$ cat src/rtl/video_timing_pkg.sv
// Shared types for the video timing generator: mode encoding, per-mode
// timing record, the fixed mode table and the counter widths.
package video_timing_pkg;

  localparam int H_W = 12;
  localparam int V_W = 11;

  typedef enum logic [1:0] {
    MODE_720P  = 2'd0,
    MODE_480P  = 2'd1,
    MODE_1080P = 2'd2,
    MODE_RSVD  = 2'd3
  } mode_e;

  typedef struct packed {
    logic [H_W-1:0] h_active;
    logic [H_W-1:0] h_fp;
    logic [H_W-1:0] h_sync;
    logic [H_W-1:0] h_bp;
    logic [H_W-1:0] h_total;
    logic [V_W-1:0] v_active;
    logic [V_W-1:0] v_fp;
    logic [V_W-1:0] v_sync;
    logic [V_W-1:0] v_bp;
    logic [V_W-1:0] v_total;
  } timing_t;

  // Builds a timing record and derives the totals so they can never disagree
  // with the individual intervals.
  function automatic timing_t make_timing(int ha, int hf, int hs, int hb,
                                          int va, int vf, int vs, int vb);
    timing_t t;
    t.h_active = H_W'(ha);
    t.h_fp     = H_W'(hf);
    t.h_sync   = H_W'(hs);
    t.h_bp     = H_W'(hb);
    t.h_total  = H_W'(ha + hf + hs + hb);
    t.v_active = V_W'(va);
    t.v_fp     = V_W'(vf);
    t.v_sync   = V_W'(vs);
    t.v_bp     = V_W'(vb);
    t.v_total  = V_W'(va + vf + vs + vb);
    return t;
  endfunction

  // Index 0: 1280x720, 1: 640x480, 2: 1920x1080.
  localparam timing_t MODE_TABLE [3] = '{
    make_timing(1280, 110, 40, 220, 720, 5, 5, 20),
    make_timing(640, 16, 96, 48, 480, 10, 2, 33),
    make_timing(1920, 88, 44, 148, 1080, 4, 5, 36)
  };

endpackage

$ cat src/rtl/video_mode_rom.sv
// Combinational mode -> timing lookup. The reserved mode falls back to 720p.
module video_mode_rom
  import video_timing_pkg::*;
(
  input  mode_e   mode,
  output timing_t timing
);

  // Table lookup; the default arm covers both 720p and the reserved code.
  always_comb begin
    case (mode)
      MODE_480P:  timing = MODE_TABLE[1];
      MODE_1080P: timing = MODE_TABLE[2];
      default:    timing = MODE_TABLE[0];
    endcase
  end

endmodule

$ cat src/rtl/video_timing_gen.sv
// Raster timing generator: pixel/line counters plus registered sync, active,
// line-start, new-frame flags and a frame counter. Mode changes are taken
// only at the frame boundary.
module video_timing_gen
  import video_timing_pkg::*;
#(
  parameter int FC_W         = 6,
  parameter int DEFAULT_MODE = 0,
  parameter bit HS_POL       = 1'b1,
  parameter bit VS_POL       = 1'b1
) (
  input  logic            pixel_clk_in,
  input  logic            rst_in,
  input  logic [1:0]      mode_in,
  output logic [11:0]     hcount_out,
  output logic [10:0]     vcount_out,
  output logic            hs_out,
  output logic            vs_out,
  output logic            ad_out,
  output logic            ls_out,
  output logic            nf_out,
  output logic [FC_W-1:0] fc_out,
  output logic [1:0]      mode_out
);

  timing_t        tim;
  logic           running;
  logic           h_last;
  logic           v_last;
  logic [H_W-1:0] h_nxt;
  logic [V_W-1:0] v_nxt;
  logic [H_W-1:0] hs_lo;
  logic [H_W-1:0] hs_hi;
  logic [V_W-1:0] vs_lo;
  logic [V_W-1:0] vs_hi;
  logic           ad_nxt;
  logic           hs_nxt;
  logic           vs_nxt;
  logic           nf_nxt;

  video_mode_rom u_rom (
    .mode   (mode_e'(mode_out)),
    .timing (tim)
  );

  // Next raster position and the flags that describe it, so every registered
  // output lines up with the counters it is presented alongside.
  always_comb begin
    // NOTE: every signal driven here gets a value on every path, otherwise a latch is inferred.
    hs_lo  = tim.h_active + tim.h_fp;
    hs_hi  = hs_lo + tim.h_sync;
    vs_lo  = tim.v_active + tim.v_fp;
    vs_hi  = vs_lo + tim.v_sync;
    // >= rather than == keeps the counters inside the frame even if a
    // mode switch ever left them past the new totals.
    h_last = (hcount_out >= tim.h_total - 12'd1);
    v_last = (vcount_out >= tim.v_total - 11'd1);
    h_nxt  = hcount_out + 12'd1;
    v_nxt  = vcount_out;
    if (!running) begin
      // First edge after reset presents (0,0) rather than advancing past it.
      h_nxt = '0;
      v_nxt = '0;
    end else if (h_last) begin
      h_nxt = '0;
      v_nxt = v_last ? '0 : vcount_out + 11'd1;
    end
    // At the (0,0) that follows a mode switch these flags are the same for
    // every mode, so evaluating them with the outgoing table is exact.
    ad_nxt = (h_nxt < tim.h_active) && (v_nxt < tim.v_active);
    hs_nxt = (h_nxt >= hs_lo) && (h_nxt < hs_hi);
    vs_nxt = (v_nxt >= vs_lo) && (v_nxt < vs_hi);
    nf_nxt = (h_nxt == tim.h_active) && (v_nxt == tim.v_active);
  end

  // Counter, flag, frame-count and mode registers.
  always_ff @(posedge pixel_clk_in or posedge rst_in) begin
    if (rst_in) begin
      running    <= 1'b0;
      hcount_out <= '0;
      vcount_out <= '0;
      hs_out     <= ~HS_POL;
      vs_out     <= ~VS_POL;
      ad_out     <= 1'b0;
      ls_out     <= 1'b0;
      nf_out     <= 1'b0;
      fc_out     <= '0;
      mode_out   <= 2'(DEFAULT_MODE);
    end else begin
      // NOTE: non-blocking assignments so every register samples pre-edge values.
      running    <= 1'b1;
      hcount_out <= h_nxt;
      vcount_out <= v_nxt;
      hs_out     <= hs_nxt ? HS_POL : ~HS_POL;
      vs_out     <= vs_nxt ? VS_POL : ~VS_POL;
      ad_out     <= ad_nxt;
      ls_out     <= (h_nxt == '0);
      nf_out     <= nf_nxt;
      if (nf_nxt) begin
        fc_out <= fc_out + 1'b1;
      end
      // Mode is sampled only on the last pixel of the frame.
      if (running && h_last && v_last) begin
        mode_out <= mode_in;
      end
    end
  end

endmodule
$ cat config.mk
export PLATFORM = sky130hd
export DESIGN_NAME = video_timing_gen
export DESIGN_NICKNAME = d
export VERILOG_FILES = /design/src/rtl/video_timing_pkg.sv /design/src/rtl/video_mode_rom.sv /design/src/rtl/video_timing_gen.sv
export SDC_FILE = /design/constraint.sdc
export NUM_CORES = 1
export LEC_CHECK = 0
export BUFFER_PORTS_ARGS = -buffer_cell sky130_fd_sc_hd__buf_2
export CAP_MARGIN = 20
export CORE_MARGIN = 2
export CORE_UTILIZATION = 60
export CTS_CLUSTER_DIAMETER = 80
export DETAILED_ROUTE_END_ITERATION = 6
export PLACE_DENSITY_LB_ADDON = 0.3
export SLEW_MARGIN = 20
export SYNTH_ARGS = -nofsm -noshare
export SYNTH_HDL_FRONTEND = slang
export SYNTH_SLANG_ARGS = --single-unit
$ cat constraint.sdc
create_clock -name pixel_clk_in -period 6.3 [get_ports pixel_clk_in]
set_input_delay 1.89 -clock pixel_clk_in [delete_from_list [all_inputs] [get_ports pixel_clk_in]]
set_output_delay 1.89 -clock pixel_clk_in [all_outputs]
set_load 0.005 [all_outputs]
==> results.yml <==
sta:
  min_period_ns: 5.19
  worst_pin_slew_ns: 0.698
  fmax_mhz: 193
  slew_viol_final: 0
  grt_setup_unrepaired: "no"
  finalSetupViolations: 0
  hold_violations: 0
  tns_ns: 0
  worst_slack_ns: 1.11
  finalClockSkew_ns: 0.00856
  relSlewSlack: 0.534
  finalCritPeriodShare: 0.823
global_routing:
  grt_use_total: 0.307
  grt_first_pass_wirelength_um: 14800
  overflow: 0
  grt_max_degree: 21
  grt_pass1_vias: 3076
  antenna_found_initial: 0
setup_path:
  critPathLaunch: "mode_out[0]"
  setup.worst_path.end_class: "flip-flop"
  r2r-end: "ad_out"
  worst-r2r-setup-slack_ns: 1.11
  slowest_stage: "inv_1"
  max_stage_delay_ns: 0.45
  r2r_cells: 21
  critPathKind: "flip-flop to flip-flop"
  cp-endpoint: "ad_out"
  rr_startpoint: "mode_out[0]"
  crit_top_cell: "o21a_1"
  crit_path_start_kind: "flip-flop"
  crit_required_ns: 6.49
  timing.critical_path.cells: "inv_1, ha_1, buf_4, inv_1, ha_1, nand4_1, nor2_1, a21oi_2, nand2_1, nand3_1, nor2_1, xnor2_1, nor2_1, ha_1, o21a_1, o21a_1, o21a_1, o21a_1, o21a_1, o21ai_0, nor4bb_1"
  crit_fanout: 14
  arrival_ns: 5.38
yosys:
  synthCells: 361
  yosys.area_share.simple: 0.196
  synth_top_cell_by_area: "dfrtp_1"
  syn_nets: 430
  synth_edf_count: 0
  netlist_area_um2: 3380
  synth_top_family_by_area: "adder cells"
  synth.area.top_cells: "dfrtp_1, ha_1, xnor2_1, o21ai_0, nand3_1"
  synthXorXnorAreaFrac: 0.0595
  synth_area_per_cell_um2: 9.38
  yosys_warnings: 0
  synth-seq-cells: 37
  ys_seq_area_frac: 0.274
  synth_compound_gate_area_share: 0.189
  muxShareOfSynthArea: 0.00998
  synth_top_area_frac: 0.274
  ys_types: 59
  ys_async_sr_fraction: 1.00
  synth_fa_ha_area_frac: 0.240
  synthFlopType: "dfrtp_1"
placement:
  hpwl_um: 7010
  pre_cts_ws_ns: 1.29
  numPortBuffers: 39
  gp_congestion: 0.893
  postPlaceCellArea_um2: 3670
cells_and_area:
  fin_area_um2: 3790
  nets: 476
  layout_commonest_cell: "ha_1"
  drive_gt1_frac: 0.174
  mostFrequentLayoutCells: "ha_1, buf_2, dfrtp_1, inv_1"
  final_core_utilization: 0.692
  syn_to_final_growth_pct: 11.9
  insertedDiodeCount: 0
floorplan:
  ios: 40
  core_um2: 5470
  die_h_um: 79.1
  die_w_um: 79.1
  initial_core_util: 0.618
  rows: 27
  die_area_um2: 6260
power:
  p_int_uw: 391
  seq_power_share: 0.443
  pwr-share-comb: 0.161
  vdd_drop_max_mv: 0.122
  p_sw_frac: 0.295
  pwr-share-clk: 0.396
  p_sw_uw: 164
  leakage_uw: 0.00194
  p_per_area_nw_per_um2: 147
clocking:
  postCtsSetupRepairBufs: 0
  path_clk_slew_ns: 0.09
  cts_hold_buffers: 0
  tritoncts: "done"
  clk_path_buf_depth: 2
  cts_resized: 0
  clock_latency_ns: 0.31
  cts_made_buffers: 5
  cts_max_level: 2
  clkSinkCount: 37
  cts_root_buf: "clkbuf_8"
routing:
  detail_route.wl_per_cell_um: 18.8
  drtAntennaViolNets: 0
  firstDrtPassIters: 5
  drt-initial-drc-count: 246
  via_per_inst: 6.43
  routed-via-count: 3085
  drcViolationCount: 0
  drt_wl_total_um: 9010
hold_path:
  hold_depth: 1
  hold_path.class: "flip-flop to flip-flop"
run_status:
  run_status: "completed"
job:
  drv_cap: 0
[how the worst min path moves through the flow]
stage                    from         to  slack (ns)
detailed placement  fc_out[5]  fc_out[5]        0.47
CTS                 fc_out[5]  fc_out[5]        0.49
global route        fc_out[5]  fc_out[5]        0.51
floorplan           fc_out[5]  fc_out[5]        0.46
finish              fc_out[5]  fc_out[5]        0.48
global placement    fc_out[4]  fc_out[4]        0.48
[synthesized netlist by cell type (all sizes together), types with 2 or more instances]
master and instances:
ha 65, dfrtp 37, a21oi 24, inv 23, nor2 21, o21ai 21, nand3 19, nand2 17
xnor2 13, nor3 11, xor2 10, o21a 9, and3 8, nand4 7, a21o 6, nor4 5
or3 5, nand2b 4, nor2b 4, a2111oi 3, a211oi 3, and4 3, mux2 3, nand3b 3
or3b 3, a22oi 2, a31o 2, a31oi 2, and2 2, clkbuf 2, o211ai 2, o21bai 2
o31ai 2, or2 2
[metrics by stage]
stage	hold WS, ns	total power, uW	cells
6_report	0.484	555	480
2_1_floorplan	0.465	310	361
3_5_place_dp	0.475	339	472
4_1_cts	0.494	554	480
3_3_place_gp	0.485	333	472
5_1_grt	0.512	574	480
[per-layer routing]
metal,routed length [um],global-route usage,vias to the layer above
met3,721,0.0534,17
met1,3820,0.398,1470
li1,-,-,1430
met4,160,0.116,0
met2,4310,0.512,168
met5,0,0,-
[worst max-delay path: cells and delay by family, from the launching register on]
family | cells | cell delay, ns
adder cells (fa/ha/maj) | 3 | 1.02
XOR/XNOR | 1 | 0.12
AND/OR/NAND/NOR | 7 | 1.43
buffers and inverters | 3 | 0.73
flip-flops | 1 | 0.41
AO/OA/AOI/OAI | 7 | 1.35
[cells by family (layout without fill, tap and decap cells)]
kind of cell	Yosys count	in the layout
and+or+nand+nor	119	119
AOI/OAI and AO/OA	87	87
adders and majority gates	65	65
DFF	37	37
buffers and inverters	26	73
xor gates and xnor gates	23	23
muxes	3	3
other	1	1
[state kept, by name, indices dropped and copies added, names as in the netlist]
signal	flops
running	1
fc_out	6
ad_out	1
ls_out	1
hs_out	1
vcount_out	11
mode_out	2
nf_out	1
vs_out	1
hcount_out	12
[power groups by stage]
stage | logic, uW | registers, uW | clock network (uW)
6_report | 89.5 | 246 | 220
5_1_grt | 99.9 | 246 | 228
4_1_cts | 88.4 | 246 | 219
3_5_place_dp | 88.2 | 250 | 0
3_3_place_gp | 82.9 | 250 | 0
2_1_floorplan | 60.4 | 249 | 0
[cell type report]
| cell class | instances | area, um2 |
|---|---|---|
| Sequential cell | 37 | 926 |
| Clock inverter | 3 | 46.3 |
| Fill cell | 429 | 1680 |
| Timing Repair Buffer | 42 | 218 |
| Tap cell | 72 | 90.1 |
| Inverter | 23 | 86.3 |
| Multi-Input combinational cell | 298 | 2350 |
| Clock buffer | 5 | 68.8 |
No activity file was read; power rests on OpenSTA's default activity.
